$ cat config.mk
export PLATFORM = sky130hd
export DESIGN_NAME = fx_meter
export DESIGN_NICKNAME = d
export VERILOG_FILES = /design/src/rtl/fx_meter.sv
export SDC_FILE = /design/constraint.sdc
export NUM_CORES = 1
export LEC_CHECK = 0
export CAP_MARGIN = 30
export CORE_UTILIZATION = 24
export CTS_CLUSTER_DIAMETER = 100
export DETAILED_ROUTE_END_ITERATION = 7
export GPL_ROUTABILITY_DRIVEN = 0
export GPL_TIMING_DRIVEN = 1
export PLACE_DENSITY_LB_ADDON = 0.05
export SLEW_MARGIN = 40
export SYNTH_ARGS = -nofsm -noshare
export SYNTH_HDL_FRONTEND = slang
export SYNTH_SLANG_ARGS = --single-unit
$ cat constraint.sdc
create_clock -name clk -period 4.1 [get_ports clk]
set_clock_uncertainty 0.15 [all_clocks]
set_input_delay 0.615 -clock clk [delete_from_list [all_inputs] [get_ports clk]]
set_output_delay 0.615 -clock clk [all_outputs]
set_load 0.1 [all_outputs]
$ cat src/rtl/fx_meter.sv
// ============================================================================
// fx_meter : reciprocal frequency counter (fx edges vs reference clk cycles)
// Rev 1.0  : initial release
// ============================================================================
`default_nettype none

module fx_meter #(
    parameter int REF_W = 24,
    parameter int FX_W  = 24
) (
    input  logic             clk,
    input  logic             nrst,
    input  logic             start,
    input  logic [REF_W-1:0] gate_len,
    input  logic             fx_in,
    output logic             busy,
    output logic             done,
    output logic             tmo,
    output logic [REF_W-1:0] ref_cnt,
    output logic [FX_W-1:0]  fx_cnt
);

    localparam logic [1:0]       ST_IDLE = 2'd0;
    localparam logic [1:0]       ST_ARM  = 2'd1;
    localparam logic [1:0]       ST_GATE = 2'd2;
    localparam logic [REF_W-1:0] REF_MAX = '1;
    localparam logic [FX_W-1:0]  FX_MAX  = '1;

    logic [1:0]       state_q, state_d;
    logic             s0_q, s1_q, s2_q;
    logic [REF_W-1:0] rc_q, rc_d;
    logic [FX_W-1:0]  fc_q, fc_d;
    logic [REF_W-1:0] gl_q, gl_d;
    logic [REF_W-1:0] ref_cnt_q, ref_cnt_d;
    logic [FX_W-1:0]  fx_cnt_q, fx_cnt_d;
    logic             done_q, done_d;
    logic             tmo_q, tmo_d;

    logic             fx_edge;
    logic [REF_W-1:0] rn;
    logic [FX_W-1:0]  fn;

    // s0/s1 resynchronise fx_in, s2 delays s1 so one rising edge is one pulse
    assign fx_edge = s1_q & ~s2_q;
    assign rn      = rc_q + REF_W'(1);
    assign fn      = (fc_q == FX_MAX) ? fc_q : fc_q + FX_W'(fx_edge);

    always_ff @(posedge clk) begin
        if (!nrst) begin
            state_q   <= ST_IDLE;
            s0_q      <= 1'b0;
            s1_q      <= 1'b0;
            s2_q      <= 1'b0;
            rc_q      <= '0;
            fc_q      <= '0;
            gl_q      <= '0;
            ref_cnt_q <= '0;
            fx_cnt_q  <= '0;
            done_q    <= 1'b0;
            tmo_q     <= 1'b0;
        end else begin
            state_q   <= state_d;
            s0_q      <= fx_in;
            s1_q      <= s0_q;
            s2_q      <= s1_q;
            rc_q      <= rc_d;
            fc_q      <= fc_d;
            gl_q      <= gl_d;
            ref_cnt_q <= ref_cnt_d;
            fx_cnt_q  <= fx_cnt_d;
            done_q    <= done_d;
            tmo_q     <= tmo_d;
        end
    end

    always_comb begin
        state_d   = state_q;
        rc_d      = rc_q;
        fc_d      = fc_q;
        gl_d      = gl_q;
        ref_cnt_d = ref_cnt_q;
        fx_cnt_d  = fx_cnt_q;
        done_d    = done_q;
        tmo_d     = tmo_q;
        // start has priority in every state, including over a closing edge
        if (start) begin
            state_d = ST_ARM;
            rc_d    = '0;
            done_d  = 1'b0;
            tmo_d   = 1'b0;
            gl_d    = (gate_len == '0) ? REF_W'(1) : gate_len;
        end else begin
            case (state_q)
                ST_IDLE: ;
                ST_ARM: begin
                    if (fx_edge) begin
                        rc_d    = '0;
                        fc_d    = '0;
                        state_d = ST_GATE;
                    end else if (rn == gl_q) begin
                        ref_cnt_d = '0;
                        fx_cnt_d  = '0;
                        tmo_d     = 1'b1;
                        done_d    = 1'b1;
                        state_d   = ST_IDLE;
                    end else begin
                        rc_d = rn;
                    end
                end
                ST_GATE: begin
                    if (fx_edge && (rn >= gl_q)) begin
                        ref_cnt_d = rn;
                        fx_cnt_d  = fn;
                        tmo_d     = 1'b0;
                        done_d    = 1'b1;
                        state_d   = ST_IDLE;
                    end else if (rn == REF_MAX) begin
                        ref_cnt_d = rn;
                        fx_cnt_d  = fc_q;
                        tmo_d     = 1'b1;
                        done_d    = 1'b1;
                        state_d   = ST_IDLE;
                    end else begin
                        rc_d = rn;
                        fc_d = fn;
                    end
                end
                default: state_d = ST_IDLE;
            endcase
        end
    end

    always_comb begin
        busy    = (state_q == ST_ARM) || (state_q == ST_GATE);
        done    = done_q;
        tmo     = tmo_q;
        ref_cnt = ref_cnt_q;
        fx_cnt  = fx_cnt_q;
    end

endmodule

`default_nettype wire

==> results.sh, run 1 <==
export IMPL_status="finished clean"
export IMPL_antenna_found_initial=1
export IMPL_ys_ff_latch=127
export IMPL_drive_gt1_frac=0.2438
export IMPL_h_tree_depth=4
export IMPL_r2r_cells=16
export IMPL_p_switching_w=0.0008170
export IMPL_grt_pass1_vias=6541
export IMPL_routed_wl_um=26040
export IMPL_drtPass1Iterations=5
export IMPL_total_power_w=0.003154
export IMPL_reg2reg_to="rc_q[15]$_SDFFE_PP0P_"
export IMPL_cts_tree="built"
export IMPL_powerDensity_nw_per_um2=337.4
export IMPL_yosysWarnings=0
export IMPL_gr_total_overflow=0
export IMPL_via_per_inst=4.944
export IMPL_start_util=0.2442
export IMPL_synth_xor_area_frac=0.05150
export IMPL_synth_area_um2=6803
export IMPL_pwr_share_seq=0.399
export IMPL_die_w_um=170.4
export IMPL_postCtsHoldBufs=0
export IMPL_critPathArrivalTime_ps=4160
export IMPL_drt_wirelength_per_cell_um=18.77
export IMPL_layout_common_cells="124 x dfxtp_1, 104 x nand2_1, 98 x buf_4, 93 x nand3_1, 57 x o21ai_0"
export IMPL_fmax_mhz=251.2
export IMPL_worst_slack_ps=119.2
export IMPL_p_int_w=0.002337
export IMPL_crit_path_end="rc_q[15]$_SDFFE_PP0P_"
export IMPL_yosysSeqAreaShare=0.3737
export IMPL_dp_worst_setup_slack_ps=-154.0
export IMPL_worst_pin_slew_ps=757.8
export IMPL_synth_mux_area_fraction=0.01471
export IMPL_drc=0
export IMPL_power_static_leakage_nw=3.607
export IMPL_die_y_um=170.4
export IMPL_r2r_slack_ps=120
export IMPL_synthArstFlopShare=0
export IMPL_fin_crit_sh=0.9709
export IMPL_instances_no_fill=1387
export IMPL_area_delta_synth_final_pct=37.43
export IMPL_synthAdderAreaFrac=0.05702
export IMPL_dr_first_iter_drc_count=452
export IMPL_synthCells=842
export IMPL_core_um2=27860
export IMPL_syn_num_nets=901
export IMPL_final_common_cell="dfxtp_1"
export IMPL_synth_area_per_cell_um2=8.079
export IMPL_cts_sinks=127
export IMPL_cp_end_kind="flop"
export IMPL_hold_viol_final=0
export IMPL_gr_usage_all_layers=0.1778
export IMPL_min_period_ps=3981
export IMPL_clk_pin_slew_ps=60
export IMPL_synth_cell_types=59
export IMPL_cp_required_ps=4280
export IMPL_nets=1055
export IMPL_cts_buffer_depth=2
export IMPL_finalMaxSlewViolations=0
export IMPL_clockRootBuffer="clkbuf_16"
export IMPL_grt_max_degree=63
export IMPL_dieArea_um2=29020
export IMPL_worstHoldPathType="flop to flop"
export IMPL_fin_setup_tns_ps=0
export IMPL_crit_path_start_kind="flop"
export IMPL_diodes=0
export IMPL_grt_first_pass_wirelength_um=38890
export IMPL_nFillCells=2930
export IMPL_num_rows=61
export IMPL_synth_edf_count=0
export IMPL_numCtsBuffers=17
export IMPL_clock_latency_ps=420
export IMPL_power_share_clock=0.510
export IMPL_combPwrFrac=0.090
export IMPL_synth_top_family_by_area="simple AND/OR/NAND/NOR gates"
export IMPL_worstPathMaxFanout=8
export IMPL_synth_compound_area_frac=0.1891
export IMPL_ant_nets=0
export IMPL_crit_reg2reg_launch="rc_q[0]$_SDFFE_PP0P_"
export IMPL_p_sw_frac=0.2590
export IMPL_ir_drop_v=0.0001972
export IMPL_portBuffers=78
export IMPL_crit_path_start="rc_q[0]$_SDFFE_PP0P_"
export IMPL_vias=6858
export IMPL_yosys_area_share_simple=0.2470
export IMPL_dpl_hpwl_um=18780
export IMPL_setup_worst_path_class="flop to flop"
export IMPL_relSlewSlack=0.4909
export IMPL_placed_cells=1344
export IMPL_synth_ff_type="dfxtp_1"
export IMPL_maxCapViolCount=0
export IMPL_finalSetupViolations=0
export IMPL_io_pins=79
layer usage:
layer	GRT usage	part of all wire	wire length [µm]
met5	0	0	0
met4	0.04779	0.0085	221
met3	0.02628	0.045	1165
met2	0.2625	0.43	11190
met1	0.2648	0.52	13460
registers in the layout, summed over array words and instances (netlist names):
name,flops
state_q,2
s1_q,1
s2_q,1
ref_cnt,24
gl_q,24
rc_q,24
fc_q,24
s0_q,1
done,1
tmo,1
fx_cnt,24
critical path, cell delays in order, from the launching register on:
cell and delay (ps):
dfxtp_4 360, ha_4 140, nand3_4 80, or4_4 560
o31a_1 270, or2_2 320, ha_1 280, and4_4 240
nand2_4 70, nor3_4 120, nor2b_4 180, o21ai_2 80
buf_6 160, a31oi_4 440, clkbuf_16 250, o211ai_1 100
o31ai_1 90
power by group through the flow:
stage	sequential [W]	clock, W	combinational (W)
3_5_place_dp	0.00129	0	0.000251
2_1_floorplan	0.00129	0	0.000135
5_1_grt	0.00126	0.00171	0.000307
6_report	0.00126	0.00161	0.000285
4_1_cts	0.00126	0.00165	0.000253
3_3_place_gp	0.00129	0	0.000249
cells by family (layout without fill, tap and decap cells):
kind of cell | count (synthesis) | count (layout)
xor+xnor | 40 | 40
mux | 10 | 10
simple gates | 337 | 337
flops | 127 | 127
compound gates | 197 | 197
buf+inv | 100 | 267
fa+ha+maj | 31 | 31
layout make-up:
class / count / area, µm² / area share
clock inverters: 14 / 181.4 / 0.01941
flip-flops and latches: 127 / 2549 / 0.2726
multi-input cells: 615 / 4024 / 0.4304
inverters: 44 / 165.2 / 0.01767
clock buffers: 18 / 429.2 / 0.04590
repair buffers: 191 / 1528 / 0.1634
well taps: 378 / 473.0 / 0.05059
per-stage QoR:
| stage | hold WS (ps) | area, µm² | util |
|---|---|---|---|
| after detailed placement | 291.5 | 8397 | 0.3014 |
| after global routing | 336.9 | 9349 | 0.3356 |
| final | 299.5 | 9349 | 0.3356 |
| after CTS | 301.7 | 9044 | 0.3246 |
| after floorplan | 261.9 | 6862 | - |
| after global placement | 291.8 | 8650 | 0.3105 |
what timing repair did:
action,CTS,global route
endpoints found under the setup margin,94,98
gates cloned,0,4
setup buffers,0,9
resized for setup,10,36
pin swaps,1,8
synth_stat cells, types with 7 or more instances:
master / instances / area [µm²]
a21oi_1: 23 / 115.1
a31oi_1: 20 / 125.1
and2_1: 8 / 50.05
and3_1: 8 / 50.05
and4_1: 9 / 78.83
buf_2: 7 / 35.03
buf_4: 7 / 52.55
clkbuf_1: 33 / 123.9
dfxtp_1: 127 / 2542
ha_1: 31 / 387.9
inv_1: 43 / 161.4
mux2i_1: 10 / 100.1
nand2_1: 107 / 401.6
nand3_1: 93 / 465.5
nand4_1: 14 / 87.58
nor2_1: 37 / 138.9
nor3_1: 14 / 70.07
nor4_1: 19 / 118.9
o211ai_1: 13 / 97.59
o21ai_0: 61 / 305.3
o21ai_1: 8 / 40.04
o31ai_1: 36 / 270.3
xnor2_1: 25 / 219.0
xor2_1: 15 / 131.4
worst min-delay path by stage:
stage	from	endpoint	slack, ps	cells past startpoint
floorplan	s0_q$_SDFF_PN0_	s1_q$_SDFF_PN0_	260	1
global placement	done$_SDFFE_PP0P_	done$_SDFFE_PP0P_	290	2
detailed placement	done$_SDFFE_PP0P_	done$_SDFFE_PP0P_	290	2
CTS	done$_SDFFE_PP0P_	done$_SDFFE_PP0P_	300	2
global route	fx_cnt[15]$_SDFFE_PN0P_	fx_cnt[15]$_SDFFE_PN0P_	340	2
finish	done$_SDFFE_PP0P_	done$_SDFFE_PP0P_	300	2
Power figures use the tool's default switching activity.
==> inputs of run 2 (changes only) <==
--- a/config.mk
+++ b/config.mk
@@ -6,7 +6,7 @@
 export NUM_CORES = 1
 export LEC_CHECK = 0
 export CAP_MARGIN = 30
-export CORE_UTILIZATION = 24
+export CORE_UTILIZATION = 30
 export CTS_CLUSTER_DIAMETER = 100
 export DETAILED_ROUTE_END_ITERATION = 7
 export GPL_ROUTABILITY_DRIVEN = 0
==> results.sh, run 2 (synthesis gave the netlist of run 1 again) <==
export IMPL_crit_path_start_kind="flop"
export IMPL_drtPass1Iterations=7
export IMPL_setup_worst_path_class="flop to flop"
export IMPL_nets=1035
export IMPL_core_um2=22030
export IMPL_gr_total_overflow=0
export IMPL_dieArea_um2=23280
export IMPL_wl_met1_um=12470
export IMPL_numCtsBuffers=17
export IMPL_clk_pin_slew_ps=60
export IMPL_dpl_hpwl_um=17060
export IMPL_final_design_area_no_fill_um2=8970
export IMPL_drc=10
export IMPL_holdPathStages=2
export IMPL_reg2reg_to="fx_cnt[22]$_SDFFE_PN0P_"
export IMPL_start_util=0.3089
export IMPL_grt_setup_unrepaired="yes"
export IMPL_drive_gt1_frac=0.2305
export IMPL_cts_buffer_depth=2
export IMPL_violations="design-rule violations"
export IMPL_ant_nets=0
export IMPL_maxCapViolCount=0
export IMPL_top_layer_used="met4"
export IMPL_routed_wl_um=23800
export IMPL_ir_drop_v=0.0002351
export IMPL_r2r_slack_ps=60
export IMPL_min_period_ps=4036
export IMPL_fin_setup_tns_ps=0
export IMPL_cp_required_ps=4270
export IMPL_finalSetupViolations=0
export IMPL_holdPathEnd="fx_cnt[3]$_SDFFE_PN0P_"
export IMPL_die_w_um=152.6
export IMPL_crit_reg2reg_launch="rc_q[2]$_SDFFE_PP0P_"
export IMPL_num_rows=54
export IMPL_finalMaxSlewViolations=0
export IMPL_grt_first_pass_wirelength_um=36470
export IMPL_antenna_found_initial=0
export IMPL_hold_viol_final=0
export IMPL_power_static_leakage_nw=3.444
export IMPL_layout_common_cells="125 x dfxtp_1, 105 x nand2_1, 92 x nand3_1, 84 x buf_4, 59 x o21ai_0"
export IMPL_gr_usage_all_layers=0.2009
export IMPL_h_tree_depth=4
export IMPL_grt_pass1_vias=6346
export IMPL_diodes=0
export IMPL_critPathArrivalTime_ps=4210
export IMPL_final_common_cell="dfxtp_1"
export IMPL_vias=6677
export IMPL_total_power_w=0.003007
export IMPL_worstPathMaxFanout=17
export IMPL_cts_sinks=127
export IMPL_relSlewSlack=0.5044
export IMPL_worst_pin_slew_ps=740.6
export IMPL_drt_wirelength_per_cell_um=18.76
export IMPL_grt_max_degree=69
export IMPL_cp_end_kind="flop"
export IMPL_dpl_instance_area_um2=8107
export IMPL_worstHoldStart="fx_cnt[3]$_SDFFE_PN0P_"
export IMPL_cts_tree="built"
export IMPL_placed_cells=1229
export IMPL_dr_first_iter_drc_count=431
export IMPL_dr_wl_met2_um=9947
export IMPL_die_y_um=152.6
export IMPL_area_delta_synth_final_pct=31.86
export IMPL_via_per_inst=5.262
export IMPL_clockRootBuffer="clkbuf_16"
export IMPL_io_pins=79
export IMPL_wl_met3_um=1191
export IMPL_clock_latency_ps=420
export IMPL_r2r_cells=15
export IMPL_worstHoldPathType="flop to flop"
export IMPL_fin_crit_sh=0.9843
export IMPL_portBuffers=78
export IMPL_status="finished with violations"
export IMPL_fmax_mhz=247.8
export IMPL_instances_no_fill=1269
export IMPL_powerDensity_nw_per_um2=335.2
## run 2: critical path: stages (launching register included)
cell	delay [ps]
dfxtp_1	390
buf_4	200
nand2_1	150
or3_4	450
xnor2_2	280
buf_4	180
ha_1	260
and4_1	250
a221oi_4	370
nor2b_4	90
o21a_4	220
o311ai_4	310
buf_4	200
clkbuf_16	200
nand3_1	140
o41ai_4	80
## run 2: worst max-delay path by stage
stage                                      from                       to  depth (start not counted)
after CTS                  rc_q[0]$_SDFFE_PP0P_   fx_cnt[0]$_SDFFE_PN0P_                         15
after detailed placement   rc_q[0]$_SDFFE_PP0P_     rc_q[1]$_SDFFE_PP0P_                         15
final                      rc_q[2]$_SDFFE_PP0P_  fx_cnt[22]$_SDFFE_PN0P_                         15
after global placement     rc_q[0]$_SDFFE_PP0P_     rc_q[1]$_SDFFE_PP0P_                         16
after floorplan            rc_q[0]$_SDFFE_PP0P_  fx_cnt[18]$_SDFFE_PN0P_                         18
after global routing      rc_q[18]$_SDFFE_PP0P_  fx_cnt[22]$_SDFFE_PN0P_                         15
## run 2: report_power, final
group | internal, W | total, W | leakage [nW] | switching, W
Clock | 0.000859 | 0.00149 | 0.281 | 0.000633
Sequential | 0.00125 | 0.00126 | 1.03 | 0.00000787
Combinational | 0.0000936 | 0.000254 | 2.13 | 0.000161
## run 2: final cells by class
| cell class | instances | area, µm² |
|---|---|---|
| timing repair buffer | 171 | 1290 |
| clock buffer | 18 | 439.2 |
| multi-input combinational | 615 | 4046 |
| clock inverter | 14 | 131.4 |
| tap | 280 | 350.3 |
| fill | 2238 | 13060 |
| sequential | 127 | 2547 |
| inverter | 44 | 165.2 |
## run 2: layer usage
metal / global-route usage / up-vias
met1: 0.3093 / 3160
met5: 0 / -
met4: 0.04762 / 0
met3: 0.03868 / 20
met2: 0.2811 / 175
li1: - / 3322
## run 2: metrics by stage
stage | hold WS [ps] | utilization | setup slack [ps]
floorplan | 261.9 | - | 2.739
global placement | 301.2 | 0.3796 | -228.4
detailed placement | 288.1 | 0.3680 | -149.4
CTS | 314.7 | 0.3957 | 12.19
global route | 335.2 | 0.4072 | -51.14
finish | 313.6 | 0.4072 | 64.28
## run 2: what timing repair did
item,in CTS,in global routing
cloned,1,2
endpoints found under the setup margin,63,99
buffers inserted,0,5
gates resized for setup,6,38
hold buffers,0,0
pin swaps,0,5
==> RTL change (flow settings as in run 2) <==
The parameter `FX_W` goes from 24 to 28.
--- a/src/rtl/fx_meter.sv
+++ b/src/rtl/fx_meter.sv
@@ -6,7 +6,7 @@
 
 module fx_meter #(
     parameter int REF_W = 24,
-    parameter int FX_W  = 24
+    parameter int FX_W  = 28
 ) (
     input  logic             clk,
     input  logic             nrst,
Ports: changed (resized fx_cnt); port bits go from 79 to 83. The function was not compared with the original's and may differ.
==> RTL change against run 2 <==
  * The flow finishes with violations (negative setup slack)
  * Count of clock-buffer cells in the layout rose by 4
  * Die area rose by 9.5%
  * Core utilization rose by 2.6 points
  * Sequential cell count rose by 8
  * Global-route usage rose by 0.15 points
  * Cell area rose by 17%
  * Maximum frequency fell by 1.8%
  * Synthesized area rose by 9.6%
  * Hold slack got worse by 31 ps
  * Routed wire length rose by 12%
  * Total power rose by 4.7%
  * Worst setup slack got worse by 75 ps
==> RTL change: results (changes against run 2) <==
[synthesis]
synth_nets=1008  ; +12%
yosysSeqAreaShare_pct=36.24  ; -1.1 points
synthTopCellsByCount=dfxtp_1, nand2_1, a21oi_1
synth_compound_area_share_pct=20.68  ; +1.8 points
netlist_top_cells_area=dfxtp_1, a21oi_1, nand2_1
synth_area_per_cell_um2=7.859  ; -2.7%
synth_fa_ha_area_share_pct=5.200  ; -0.50 points
ys_types=68  ; +15%
synth.area.mux_share_pct=0.6710  ; -0.80 points

[critical_path]
cp_slowest_cell=or4_4
critPathCapture=fx_cnt[12]$_SDFFE_PN0P_
critPathMaxFanout=7  ; -10
max_stage_delay_ps=560  ; +110 ps
arrival_ps=4310  ; +100 ps

[cells_and_area]
layout-drive-gt1-share_pct=28.09  ; +5.0 points
finalNonFillerCells=1481  ; +17%
nFillCells=2446  ; +9.3%
fin_nets=1204  ; +16%

[power]
irDropWorstVdd_uv=191.2  ; -19%
power_switching_w=0.0007707  ; -3.9%

[min_path]
min_from=s0_q$_SDFF_PN0_
whs_path_depth=1  ; -1
hold_end=s1_q$_SDFF_PN0_

[routing]
dr.pass1.iters=5  ; -2
num_vias=7589  ; +14%
drt-wirelength-per-cell_um=17.97  ; -4.2%

[global_route]
grtUsageMet2_pct=33.60  ; +5.5 points
grt_pass1_vias=7141  ; +13%
grtUsageMet3_pct=3.662  ; -0.21 points
grt_pass1_wl_um=40570  ; +11%

[sta]
fin_ws_ps=-10.50  ; -74.79 ps
setup_viol=2  ; +2

[outcome]
violations=negative setup slack
status=finished, violations left

[place]
place_inst=1419  ; +15%

==> RTL change: worst register-to-register path: cells and delay by family (launching register included) <==
family | cells | cell delay, ps
AO/OA/AOI/OAI | 4 | 700
XOR/XNOR | 1 | 110
adder cells (fa/ha/maj) | 2 | 470
buffers and inverters | 4 | 680
flip-flops | 1 | 350
AND/OR/NAND/NOR | 7 | 1570
==> RTL change: power by group through the flow <==
stage               Combinational, W  Sequential [W]  Clock [W]
finish                      0.000297         0.00134    0.00152
global placement            0.000245         0.00136          0
CTS                         0.000255         0.00134    0.00156
floorplan                   0.000128         0.00137          0
global route                0.000321         0.00134    0.00161
detailed placement          0.000242         0.00136          0
==> RTL change: layout make-up <==
type	instances	area (um2)	area share, %
clock inverter	9	101.3	0.9626
clock buffer	22	464.2	4.409
timing repair buffer	242	2076	19.71
tap	324	405.4	3.850
multi-input combinational	707	4608	43.77
inverter	42	157.7	1.497
sequential	135	2716	25.80
==> RTL change: layer usage <==
metal	vias to the layer above	part of all wire [%]	wire length (um)
met2	161	48	12650
li1	3810	-	-
met3	16	3.7	989
met1	3602	48	12740
met5	-	0	0
met4	0	0.89	237
==> RTL change: metrics by stage <==
stage          hold slack [ps]  utilization [%]  instance area [um2]  TNS, ps  setup WS, ps
5_1_grt                  287.6            43.29                10530   -10300        -217.7
3_5_place_dp             266.9            37.80                 9194   -13980        -285.8
3_3_place_gp             267.5            38.94                 9469   -10700        -225.0
4_1_cts                  281.9            41.13                10000    -1172        -49.20
6_report                 282.9            43.29                10530   -20.76        -10.50
2_1_floorplan            261.9                -                 7491        0         12.26
==> RTL change: what timing repair did <==
action | CTS | global route
cloned | 1 | 9
pin swaps | 15 | 68
buffers inserted | 14 | 9
setup endpoints to repair | 98 | 106
gates resized for setup | 28 | 73
